## src/rtl/repeat_consumer.sv

```systemverilog
`timescale 1ns/1ps
`default_nettype none
// +----------------------------------------------------------------------------+
// | repeat_consumer                                                            |
// | Emits each reference word once per repeat token taken from the repsig      |
// | stream. Optional macro REPEAT_CONSUMER_ERR_CHECK_EN adds sticky proto_err. |
// | Revision: 1.0                                                              |
// +----------------------------------------------------------------------------+

module repeat_consumer_fifo #(
    parameter int DATA_W = 17,
    parameter int DEPTH  = 2
) (
    input  logic              clk,
    input  logic              rst_n,
    input  logic              clr_i,
    input  logic              push_i,
    input  logic [DATA_W-1:0] data_i,
    input  logic              pop_i,
    output logic [DATA_W-1:0] data_o,
    output logic              empty_o,
    output logic              full_o
);
    localparam int c_aw = $clog2(DEPTH);

    logic [DATA_W-1:0] mem_q [DEPTH];
    logic [c_aw:0]     wr_ptr_q;
    logic [c_aw:0]     rd_ptr_q;

    always_ff @(posedge clk) begin
        if (!rst_n || clr_i) begin
            wr_ptr_q <= '0;
            rd_ptr_q <= '0;
        end else begin
            if (push_i) wr_ptr_q <= wr_ptr_q + (c_aw+1)'(1);
            if (pop_i)  rd_ptr_q <= rd_ptr_q + (c_aw+1)'(1);
        end
    end

    always_ff @(posedge clk) begin
        if (push_i) mem_q[wr_ptr_q[c_aw-1:0]] <= data_i;
    end

    assign data_o  = mem_q[rd_ptr_q[c_aw-1:0]];
    assign empty_o = (wr_ptr_q == rd_ptr_q);
    assign full_o  = (wr_ptr_q[c_aw] != rd_ptr_q[c_aw]) &&
                     (wr_ptr_q[c_aw-1:0] == rd_ptr_q[c_aw-1:0]);
endmodule

module repeat_consumer #(
    parameter int DATA_W     = 17,
    parameter int FIFO_DEPTH = 2
) (
    input  logic              clk,
    input  logic              rst_n,
    input  logic              clk_en,
    input  logic              flush,
    input  logic              tile_en,
    input  logic [DATA_W-1:0] ref_data_in,
    input  logic              ref_data_in_valid,
    output logic              ref_data_in_ready,
    input  logic [DATA_W-1:0] repsig_data_in,
    input  logic              repsig_data_in_valid,
    output logic              repsig_data_in_ready,
    output logic [DATA_W-1:0] ref_data_out,
    output logic              ref_data_out_valid,
    input  logic              ref_data_out_ready
`ifdef REPEAT_CONSUMER_ERR_CHECK_EN
    ,
    output logic              proto_err
`endif
);
    localparam logic [DATA_W-1:0] c_done_tok = DATA_W'(17'h10100);

    typedef enum logic [0:0] {ST_RUN = 1'b0, ST_DONE = 1'b1} state_t;

    state_t            state_q, state_d;
    logic [DATA_W-1:0] out_q, out_d;
    logic              out_valid_q, out_valid_d;

    logic              w_act, w_live;
    logic              w_ref_push, w_rep_push, w_ref_pop, w_rep_pop;
    logic              w_ref_empty, w_ref_full, w_rep_empty, w_rep_full;
    logic [DATA_W-1:0] w_ref_head, w_rep_head, w_emit_word;
    logic              w_emit, w_err, w_out_pop, w_slot_free;
    logic              w_ref_tok, w_ref_done, w_rep_tok, w_rep_done;

    assign w_act  = clk_en & tile_en;
    assign w_live = rst_n & ~flush;

    assign ref_data_in_ready    = w_live & tile_en & ~w_ref_full;
    assign repsig_data_in_ready = w_live & tile_en & ~w_rep_full;
    assign w_ref_push = ref_data_in_valid & ref_data_in_ready & clk_en;
    assign w_rep_push = repsig_data_in_valid & repsig_data_in_ready & clk_en;

    repeat_consumer_fifo #(.DATA_W(DATA_W), .DEPTH(FIFO_DEPTH)) u_ref_fifo (
        .clk(clk), .rst_n(rst_n), .clr_i(flush),
        .push_i(w_ref_push), .data_i(ref_data_in), .pop_i(w_ref_pop),
        .data_o(w_ref_head), .empty_o(w_ref_empty), .full_o(w_ref_full)
    );

    repeat_consumer_fifo #(.DATA_W(DATA_W), .DEPTH(FIFO_DEPTH)) u_rep_fifo (
        .clk(clk), .rst_n(rst_n), .clr_i(flush),
        .push_i(w_rep_push), .data_i(repsig_data_in), .pop_i(w_rep_pop),
        .data_o(w_rep_head), .empty_o(w_rep_empty), .full_o(w_rep_full)
    );

    assign w_out_pop   = out_valid_q & ref_data_out_ready & w_act;
    assign w_slot_free = ~out_valid_q | w_out_pop;
    assign w_ref_tok   = w_ref_head[16];
    assign w_ref_done  = (w_ref_head == c_done_tok);
    assign w_rep_tok   = w_rep_head[16];
    assign w_rep_done  = (w_rep_head == c_done_tok);

    always_comb begin
        state_d     = state_q;
        w_ref_pop   = 1'b0;
        w_rep_pop   = 1'b0;
        w_emit      = 1'b0;
        w_emit_word = '0;
        w_err       = 1'b0;
        case (state_q)
            ST_RUN: begin
                if (w_act && !w_ref_empty && !w_rep_empty && w_slot_free) begin
                    if (!w_ref_tok) begin
                        if (!w_rep_tok) begin
                            w_emit      = 1'b1;
                            w_emit_word = w_ref_head;
                            w_rep_pop   = 1'b1;
                        end else if (w_rep_done) begin
                            w_ref_pop = 1'b1;
                            w_err     = 1'b1;
                        end else begin
                            w_emit      = 1'b1;
                            w_emit_word = w_rep_head;
                            w_ref_pop   = 1'b1;
                            w_rep_pop   = 1'b1;
                        end
                    end else if (!w_ref_done) begin
                        // Reference stops are absorbed; output stops come from repsig.
                        w_ref_pop = 1'b1;
                    end else if (!w_rep_tok) begin
                        w_rep_pop = 1'b1;
                        w_err     = 1'b1;
                    end else if (!w_rep_done) begin
                        w_emit      = 1'b1;
                        w_emit_word = w_rep_head;
                        w_rep_pop   = 1'b1;
                    end else begin
                        w_emit      = 1'b1;
                        w_emit_word = c_done_tok;
                        w_ref_pop   = 1'b1;
                        w_rep_pop   = 1'b1;
                        state_d     = ST_DONE;
                    end
                end
            end
            ST_DONE: begin
                if (w_act && (w_out_pop || !out_valid_q)) state_d = ST_RUN;
            end
            default: state_d = ST_RUN;
        endcase
    end

    always_comb begin
        out_d       = out_q;
        out_valid_d = out_valid_q;
        if (w_out_pop) out_valid_d = 1'b0;
        if (w_emit) begin
            out_d       = w_emit_word;
            out_valid_d = 1'b1;
        end
    end

    always_ff @(posedge clk) begin
        if (!rst_n || flush) begin
            state_q     <= ST_RUN;
            out_q       <= '0;
            out_valid_q <= 1'b0;
        end else begin
            state_q     <= state_d;
            out_q       <= out_d;
            out_valid_q <= out_valid_d;
        end
    end

    assign ref_data_out       = out_q;
    assign ref_data_out_valid = out_valid_q & tile_en;

`ifdef REPEAT_CONSUMER_ERR_CHECK_EN
    logic proto_err_q;

    always_ff @(posedge clk) begin
        if (!rst_n || flush) proto_err_q <= 1'b0;
        else if (w_err)      proto_err_q <= 1'b1;
    end

    assign proto_err = proto_err_q;
`else
    logic unused_err;
    assign unused_err = w_err;
`endif
endmodule
`default_nettype wire

```

## config.mk

```make
export PLATFORM = sky130hd
export DESIGN_NAME = repeat_consumer
export DESIGN_NICKNAME = d
export VERILOG_FILES = /design/src/rtl/repeat_consumer.sv
export SDC_FILE = /design/constraint.sdc
export NUM_CORES = 1
export LEC_CHECK = 0
export CAP_MARGIN = 5
export CELL_PAD_IN_SITES_DETAIL_PLACEMENT = 0
export CELL_PAD_IN_SITES_GLOBAL_PLACEMENT = 1
export CORE_MARGIN = 3
export CORE_UTILIZATION = 48
export CTS_CLUSTER_SIZE = 14
export DETAILED_ROUTE_END_ITERATION = 8
export PLACE_DENSITY_LB_ADDON = 0.1
export SLEW_MARGIN = 20
export SYNTH_ARGS = -nofsm -noshare
export SYNTH_HDL_FRONTEND = slang
export SYNTH_HIERARCHICAL = 1
export SYNTH_SLANG_ARGS = --single-unit
```

## constraint.sdc

```tcl
create_clock -name clk -period 5.2 [get_ports clk]
set_input_delay 0.78 -clock clk [delete_from_list [all_inputs] [get_ports clk]]
set_output_delay 0.78 -clock clk [all_outputs]
set_load 0.05 [all_outputs]
```

# Yosys cells after proc, flatten, opt, wreduce, memory -nomap -nowiden
# Memory sizes are Yosys's and may differ from the RTL's. A register that Yosys moved wholly into a read port is not among the register bits.
# Cells that the tools add are included.
# op_classes
add_sub_neg	4
n_eq_ne	8
n_mux	40
bitwise_logic	18
n_reduce_logical	13
# ops
cell	n
$mux 17	7
$eq 17x17->1 const B	2
$mux 1	31
$mux 16	1
$and 1x1->1	12
$add 2x1->2 const B	4
$logic_and 1x1->1	6
$not 1->1	5
$eq 2x2->1	2
$logic_not 1->1	4
$eq 1x1->1	2
$logic_or 1x1->1	2
$ne 1x1->1	2
$pmux 1 s2	1
$reduce_bool 2->1	1
$or 1x1->1	1
# word_totals
regBits	27
mem_bits_rw	68
inputBits	42
out_inout_bits	20
elab_cells	92
n_memories	2
# mem_list
memory	words	width	rd	rd_ports_with_merged_regs	write_ports	line_no	text
u_ref_fifo.mem_q	2	17	1	1	1	26	logic [DATA_W-1:0] mem_q [DEPTH];
u_rep_fifo.mem_q	2	17	1	1	1	26	

# Longest topological paths before layout
# Gate-level depths: netlist (run 1).
# logic_depth
ltp_word	9
mapped_depth	10
ltp_nobuf	8

# Hierarchy
# The synthesis (run 1) kept the hierarchy.
# modules_own_cells
module	n_inst	cells_each	area_each_um2	seq_area_each_um2
repeat_consumer_fifo	2	76	1501.4	1121.1
repeat_consumer	1	124	1197.4	380.4

# Least setup slack after synthesis (run 1)
# No wires, ideal clock.
# synth_timing
path_type	input -> register
startpoint	in rst_n
endpoint	mem u_ref_fifo.mem_q[0][0], enable pin
setup_time_ns	0.392
arrival_time_ns	2.970
required_ns	4.808
slack_ns	1.837
stages	5
path_buffers	0
cell_sequence	nor2b_1 -> nand2_1 -> nor2_1 -> and3_1 -> nor2b_1
# synth_via
elab_chain_len	7
# synth_lines
element	line_no	text
from (decl)	55	input logic rst_n,
$and 1x1->1	89	assign w_live = rst_n & ~flush;
$and 1x1->1 (2 in series)	91	assign ref_data_in_ready = w_live & tile_en & ~w_ref_full;
named net ref_data_in_ready	61	output logic ref_data_in_ready,
$and 1x1->1 (2 in series)	93	assign w_ref_push = ref_data_in_valid & ref_data_in_ready & clk_en;
named net w_ref_push	82	logic w_ref_push, w_rep_push, w_ref_pop, w_rep_pop;
$mux 1	41	if (push_i) mem_q[wr_ptr_q[c_aw-1:0]] <= data_i;
$mux 1 (implied by the code)	41	
to (decl)	26	
# The timed path passes the listed nets, and every way through them passes these cells.

# Final worst setup path (run 1)
# layout_timing
startpoint	in rst_n
endpoint	out repsig_data_in_ready
# layout_via
elab_chain_len	3
# layout_lines
element	line_no	text
$and 1x1->1	89	
$and 1x1->1 (2 in series)	92	assign repsig_data_in_ready = w_live & tile_en & ~w_rep_full;
to (decl)	64	output logic repsig_data_in_ready,
# No other way between the ends.

==> qor.yml, run 1 <==
result_of_the_run: "completed"
worst_hold_slack_ns: 0.448
grt_max_degree: 24
synth.top_cell.area_share_pct: 48.6
endpoint_kind: "primary output"
grt_first_pass_wirelength_um: 12900
filler_cell_count: 671
floorplan.die.height_um: 99.5
synthesis.instances: 276
wl_met1_um: 3490
die_area_um2: 9910
syn-mean-instance-area_um2: 15.2
timing.critical_path.cells: "clkdlybuf4s50_1, nor2b_1, nand2_1, nor2_1, clkdlybuf4s50_1"
worstPathArrival_ns: 2.72
remaining_drc_errors: 0
wl_per_cell_um: 18.1
syn-num-nets: 318
grt_antenna_before_repair: 0
power.density_nw_per_um2: 280
finalHoldViolCount: 0
synth-async-reset-ratio_pct: 0
cp.buffers_inverters: 2
worst_slew_pin_slew_ns: 0.976
grt_util_all_layers_pct: 17.1
die_x_um: 99.5
ys_top_cells_by_count: "sky130_fd_sc_hd__edfxtp_1 (68), sky130_fd_sc_hd__dfxtp_1 (29), sky130_fd_sc_hd__mux2_4 (20)"
holdBufCountCts: 0
crit_path_top_delay_cell: "sky130_fd_sc_hd__clkdlybuf4s50_1"
h-tree-depth: 3
maxCapViolCount: 0
ctsRootBufferMaster: "sky130_fd_sc_hd__clkbuf_8"
ant_nets: 0
globalRouteOverflowTotal: 0
final_tns_setup_ns: 0
syn_to_final_growth_pct: 19.5
synth.largest_area_cell: "sky130_fd_sc_hd__edfxtp_1"
timing.fmax_ghz: 0.286
clock_sink_count: 97
via_count_of_the_first_global_routing_pass: 2479
leakage_nw: 1.69
hp-class: "reg2reg"
diodes: 0
ys_ff_latch: 97
synth_area_um2: 4200
synth_cell_type_count: 44
critical-path-max-stage-delay_ns: 0.81
worstSkewPairLatency_ns: 0.35
worst_path_required_ns: 4.42
clkSlewWorstSetupHoldPaths_ns: 0.08
yosysSeqAreaShare_pct: 62.4
fin_skew_ns: 0.0112
post_route_cells_drive_above_1_share_pct: 23.0
nets: 381
synth.most_common_cell: "sky130_fd_sc_hd__edfxtp_1"
cts_tree: "yes"
site_rows: 33
timing.setup.critical_path_class: "in2out"
initial_utilization_pct: 50.4
post_cts_resized: 0
cts_post_setup_buffers_inserted: 0
worst_slew_margin_rel_pct: 34.4
critical_path.top_delay_family: "buffers and inverters"
synth_warnings: 6
final_min_period_over_clock_period_pct: 67.3
final_core_util_pct: 60.2
drtIter0Drc: 132
timing.final.setup_violations: 0
finalCriticalPeriod_ns: 3.50
number_of_enable_type_register_cells_in_the_synthesized_netlist: 68
crit_fanout: 5
met2_wirelength_um: 4160
rsz0062_at_grt: "false"
post_synth_main_area_contributors: "sky130_fd_sc_hd__edfxtp_1 (49%), sky130_fd_sc_hd__dfxtp_1 (14%), sky130_fd_sc_hd__mux2_4 (7.1%)"
portBuffers: 61
placed_wire_length_estimate_um: 5800
vias_per_cell: 5.46
final_max_slew_viol_count: 0
cts_inserted_buffers: 9
top_signal_layer_used: "met4"
wirelength_um: 8150
crit_top_cell: "sky130_fd_sc_hd__clkdlybuf4s50_1"
placeableCoreArea_um2: 8340
floorplan.io_pins: 62
gpl.final_weighted_congestion: 0.763
vdd_ir_drop_max_v: 0.000157
wl_met3_um: 364
synth_ff_type: "sky130_fd_sc_hd__edfxtp_1"
detailroute.via_count: 2450
first_pass_iters: 4
cts.path.max_buffers: 2
cp-start-kind: "primary input"
==> through the flow <==
step,instances,worst slack [ns],power (mW),cell area (µm²)
after floorplan,276,1.84,0.872,4200
after global placement,433,1.75,0.912,4800
after detailed placement,433,1.69,0.914,4800
after CTS,449,1.68,1.42,5020
after global routing,449,1.48,1.47,5020
final,449,1.70,1.41,5020
==> tightest hold or removal path: cells and delay by family, from the launching register on <==
family	cells	cell delay, ns
compound gates	1	0.05
buf+inv	1	0.05
flops	1	0.32
==> layout by cell type (no fill, tap or decap), types with 2 or more instances in the layout <==
| cell type | n |
|---|---|
| sky130_fd_sc_hd__or4_4 | 2 |
| sky130_fd_sc_hd__nand2b_1 | 4 |
| sky130_fd_sc_hd__nor2_1 | 12 |
| sky130_fd_sc_hd__a211oi_1 | 3 |
| sky130_fd_sc_hd__xnor2_1 | 4 |
| sky130_fd_sc_hd__buf_4 | 3 |
| sky130_fd_sc_hd__a22oi_1 | 12 |
| sky130_fd_sc_hd__a21oi_1 | 10 |
| sky130_fd_sc_hd__nor2b_1 | 5 |
| sky130_fd_sc_hd__mux2_4 | 20 |
| sky130_fd_sc_hd__and2_1 | 3 |
| sky130_fd_sc_hd__clkbuf_1 | 2 |
| sky130_fd_sc_hd__nand4_1 | 2 |
| sky130_fd_sc_hd__a21bo_2 | 4 |
| sky130_fd_sc_hd__o211a_1 | 3 |
| sky130_fd_sc_hd__nor3_1 | 14 |
| sky130_fd_sc_hd__nor4_1 | 2 |
| sky130_fd_sc_hd__bufinv_16 | 2 |
| sky130_fd_sc_hd__or3_2 | 4 |
| sky130_fd_sc_hd__a22o_1 | 3 |
| sky130_fd_sc_hd__a211oi_2 | 11 |
| sky130_fd_sc_hd__dfxtp_1 | 29 |
| sky130_fd_sc_hd__clkdlybuf4s50_1 | 61 |
| sky130_fd_sc_hd__nand3b_1 | 4 |
| sky130_fd_sc_hd__nor4b_1 | 2 |
| sky130_fd_sc_hd__mux2_2 | 14 |
| sky130_fd_sc_hd__xor2_1 | 4 |
| sky130_fd_sc_hd__clkbuf_8 | 9 |
| sky130_fd_sc_hd__nor4_4 | 2 |
| sky130_fd_sc_hd__and3_1 | 2 |
| sky130_fd_sc_hd__nand2_1 | 7 |
| sky130_fd_sc_hd__edfxtp_1 | 68 |
| sky130_fd_sc_hd__nand3_1 | 2 |
==> where the power goes <==
part / internal [mW] / switching (mW)
clock: 0.271 / 0.241
combinational: 0.0380 / 0.0269
sequential: 0.829 / 0.00138
total: 1.14 / 0.269
==> layer usage <==
metal	vias to the layer above	global-route usage, %
li1	1191	-
met1	1197	21.1
met2	52	29.0
met3	10	4.63
met4	0	6.09
met5	-	0
==> cell families after synthesis <==
| kind of cell | after synthesis | synth area share [%] |
|---|---|---|
| mux | 34 | 10.9 |
| flops | 97 | 62.4 |
| xor+xnor | 8 | 1.67 |
| simple gates | 75 | 11.2 |
| compound gates | 49 | 9.92 |
| buf+inv | 13 | 3.90 |
==> sequential cells by signal (all words and copies together), names as in the netlist, named ones only <==
register,cells
u_ref_fifo/mem_q,34
u_ref_fifo/wr_ptr_q,2
out_valid_q,1
u_ref_fifo/rd_ptr_q,2
ref_data_out,17
state_q,1
u_rep_fifo/wr_ptr_q,2
u_rep_fifo/rd_ptr_q,2
u_rep_fifo/mem_q,34
==> final cells by class <==
cell class / instances / area [µm²] / share of cell area (%)
Inverter: 1 / 3.75 / 0.0748
Multi-Input combinational cell: 166 / 1420 / 28.2
Tap cell: 105 / 131 / 2.62
Timing Repair Buffer: 64 / 633 / 12.6
Sequential cell: 97 / 2620 / 52.2
Clock inverter: 5 / 81.3 / 1.62
Clock buffer: 11 / 131 / 2.62
==> path summary, 6_finish.rpt <==
check | start | endpoint | slack, ns | cells after the start
worst max-delay path | rst_n | repsig_data_in_ready | 1.70 | 5
worst min-delay path | ref_data_out[16] | ref_data_out[16] | 0.45 | 2
worst max register to register | flip-flop | ref_data_out[13] | 1.73 | 6
worst min register to register | ref_data_out[16] | ref_data_out[16] | 0.45 | 2
Power figures use the tool's default switching activity.
==> inputs of run 2 (changes only) <==
--- a/config.mk
+++ b/config.mk
@@ -9,7 +9,7 @@
 export CELL_PAD_IN_SITES_DETAIL_PLACEMENT = 0
 export CELL_PAD_IN_SITES_GLOBAL_PLACEMENT = 1
 export CORE_MARGIN = 3
-export CORE_UTILIZATION = 48
+export CORE_UTILIZATION = 40
 export CTS_CLUSTER_SIZE = 14
 export DETAILED_ROUTE_END_ITERATION = 8
 export PLACE_DENSITY_LB_ADDON = 0.1
==> constraint.sdc (replaced) <==
create_clock -name clk -period 2.91 [get_ports clk]
set_input_delay 0.4365 -clock clk [delete_from_list [all_inputs] [get_ports clk]]
set_output_delay 0.4365 -clock clk [all_outputs]
set_load 0.05 [all_outputs]
==> qor.yml, run 2 (synthesis gave the netlist of run 1 again) <==
remaining_drc_errors: 0  # unchanged
vias_per_cell: 5.00  # was 5.46
power_report.internal_total_mw: 2.04  # was 1.14 mW
site_rows: 36  # was 33
via_count_of_the_first_global_routing_pass: 2527  # was 2479
cts_tree: "yes"  # unchanged
filler_cell_count: 909  # was 671
timing.final.ws_setup_ns: 0.280  # was 1.70 ns
finalHoldViolCount: 0  # unchanged
fin_skew_ns: 0.0165  # was 0.0112 ns
final_max_slew_viol_count: 0  # unchanged
post-layout-total-power_mw: 2.56  # was 1.41 mW
wl_per_cell_um: 17.9  # was 18.1 µm
mostFrequentLayoutCells: "sky130_fd_sc_hd__edfxtp_1 (68), sky130_fd_sc_hd__clkdlybuf4s50_1 (59), sky130_fd_sc_hd__dfxtp_1 (29), sky130_fd_sc_hd__mux2_4 (20)"  # was sky130_fd_sc_hd__edfxtp_1 (68), sky130_fd_sc_hd__clkdlybuf4s50_1 (61), sky130_fd_sc_hd__dfxtp_1 (29), sky130_fd_sc_hd__mux2_4 (20)
result_of_the_run: "completed"  # unchanged
timing.final.setup_violations: 0  # unchanged
leakage_nw: 1.75  # was 1.69 nW
detailroute.via_count: 2424  # was 2450
diodes: 0  # unchanged
layout_commonest_cell: "sky130_fd_sc_hd__edfxtp_1"  # unchanged
cts.path.max_buffers: 2  # unchanged
sequential_cell_area_um2: 2620  # unchanged
globalRouteOverflowTotal: 0  # unchanged
ant_nets: 0  # unchanged
grt_antenna_before_repair: 0  # unchanged
holdBufCountCts: 0  # unchanged
power.net_switching_uw: 513  # was 269 µW
portBuffers: 61  # unchanged
setup.reg_to_reg.worst_slack_ns: 0.28  # was 1.73 ns
proportion_of_power_drawn_by_combinational_gates_pct: 4.7  # was 4.6%
endpoint_kind: "flip-flop"  # was primary output
rsz0062_at_grt: "false"  # unchanged
vdd_ir_drop_max_v: 0.000283  # was 0.000157 V
worst_slew_pin_slew_ns: 0.926  # was 0.976 ns
floorplan.io_pins: 62  # unchanged
worst_hold_slack_ns: 0.447  # was 0.448 ns
syn_to_final_growth_pct: 23.0  # was 19.5%
final_min_period_over_clock_period_pct: 90.4
finalCriticalPeriod_ns: 2.63
cp-start-kind: "flip-flop"  # was primary input
worst_path_required_ns: 3.17  # was 4.42 ns
clkSlewWorstSetupHoldPaths_ns: 0.09  # was 0.08 ns
placed_wire_length_estimate_um: 6350  # was 5800 µm
drtIter0Drc: 139  # was 132
placeableCoreArea_um2: 10000  # was 8340 µm²
die_x_um: 108  # was 99.5 µm
cts_inserted_buffers: 9  # unchanged
floorplan.die.height_um: 108  # was 99.5 µm
sw_frac_of_total_pct: 20.1  # was 19.1%
crit_fanout: 17  # was 5
dpl-instance-area_um2: 4950  # was 4800 µm²
post_route_cells_drive_above_1_share_pct: 25.6  # was 23.0%
grt_max_degree: 24  # unchanged
wirelength_um: 8690  # was 8150 µm
worstPathArrival_ns: 2.89  # was 2.72 ns
first_pass_iters: 4  # unchanged
worstSkewPairLatency_ns: 0.36  # was 0.35 ns
worst_slew_margin_rel_pct: 38.2  # was 34.4%
final_tns_setup_ns: 0  # unchanged
grt_util_all_layers_pct: 15.8  # was 17.1%
maxCapViolCount: 0  # unchanged
total_area_of_multi_input_combinational_cells_um2: 1420  # about the same
timing.setup.critical_path_class: "reg2reg"  # was in2out
share_clk_of_total_power_pct: 37.2  # was 36.4%
layout.cell_area.non_filler_um2: 5170  # was 5020 µm²
cts_post_setup_buffers_inserted: 0  # unchanged
ctsRootBufferMaster: "sky130_fd_sc_hd__clkbuf_8"  # unchanged
h-tree-depth: 3  # unchanged
post_cts_resized: 0  # unchanged
power.density_nw_per_um2: 495  # was 280 nW/µm²
p_seq_share_pct: 58.1  # was 59.0%
grt_first_pass_wirelength_um: 13900  # was 12900 µm
clock_sink_count: 97  # unchanged
nets: 389  # was 381
die_area_um2: 11800  # was 9910 µm²
gpl.final_weighted_congestion: 0.809  # was 0.763
hp-class: "reg2reg"  # unchanged
timing.fmax_ghz: 0.380
initial_utilization_pct: 42.0  # was 50.4%
place_ws_ns: 0.268  # was 1.69 ns
run 2: critical path: stages (launching register included):
cell	delay (ns)
sky130_fd_sc_hd__dfxtp_1	0.36
sky130_fd_sc_hd__buf_12	0.18
sky130_fd_sc_hd__mux2_4	0.32
sky130_fd_sc_hd__or4b_4	0.56
sky130_fd_sc_hd__nor4_4	0.30
sky130_fd_sc_hd__a211oi_2	0.17
sky130_fd_sc_hd__or2_4	0.40
sky130_fd_sc_hd__a211oi_1	0.23
run 2: per-layer routing:
layer	track usage, %	vias up	part of all wire, %
met5	0	-	0
met4	4.60	0	1.2
met3	3.52	8	3.9
met2	25.8	46	48
met1	21.2	1162	47
li1	-	1208	-
run 2: stage by stage:
stage | util (%) | cells
after detailed placement | 49.5 | 469
after CTS | 51.7 | 485
after global placement | 49.5 | 469
after floorplan | - | 276
final | 51.7 | 485
after global routing | 51.7 | 485
run 2: final cells by class:
class | count | share of cell area [%]
Clock buffer | 10 | 2.47
Clock inverter | 6 | 1.74
Inverter | 1 | 0.0726
Multi-Input combinational cell | 166 | 27.5
Sequential cell | 97 | 50.8
Tap cell | 133 | 3.22
Timing Repair Buffer | 72 | 14.3
run 2: final timing paths:
path / from / cells after the start / endpoint
worst max-delay path: flip-flop / 7 / ref_data_out[12]
worst min register to register: ref_data_out[16] / 2 / ref_data_out[16]
worst max register to register: flip-flop / 7 / ref_data_out[12]
worst min-delay path: ref_data_out[16] / 2 / ref_data_out[16]
run 2: power groups by stage:
| stage | clock network, mW | logic [mW] | registers, mW |
|---|---|---|---|
| floorplan | 0 | 0.0416 | 1.52 |
| global placement | 0 | 0.120 | 1.52 |
| detailed placement | 0 | 0.122 | 1.52 |
| CTS | 0.982 | 0.122 | 1.49 |
| global route | 1.04 | 0.130 | 1.49 |
| finish | 0.950 | 0.120 | 1.49 |
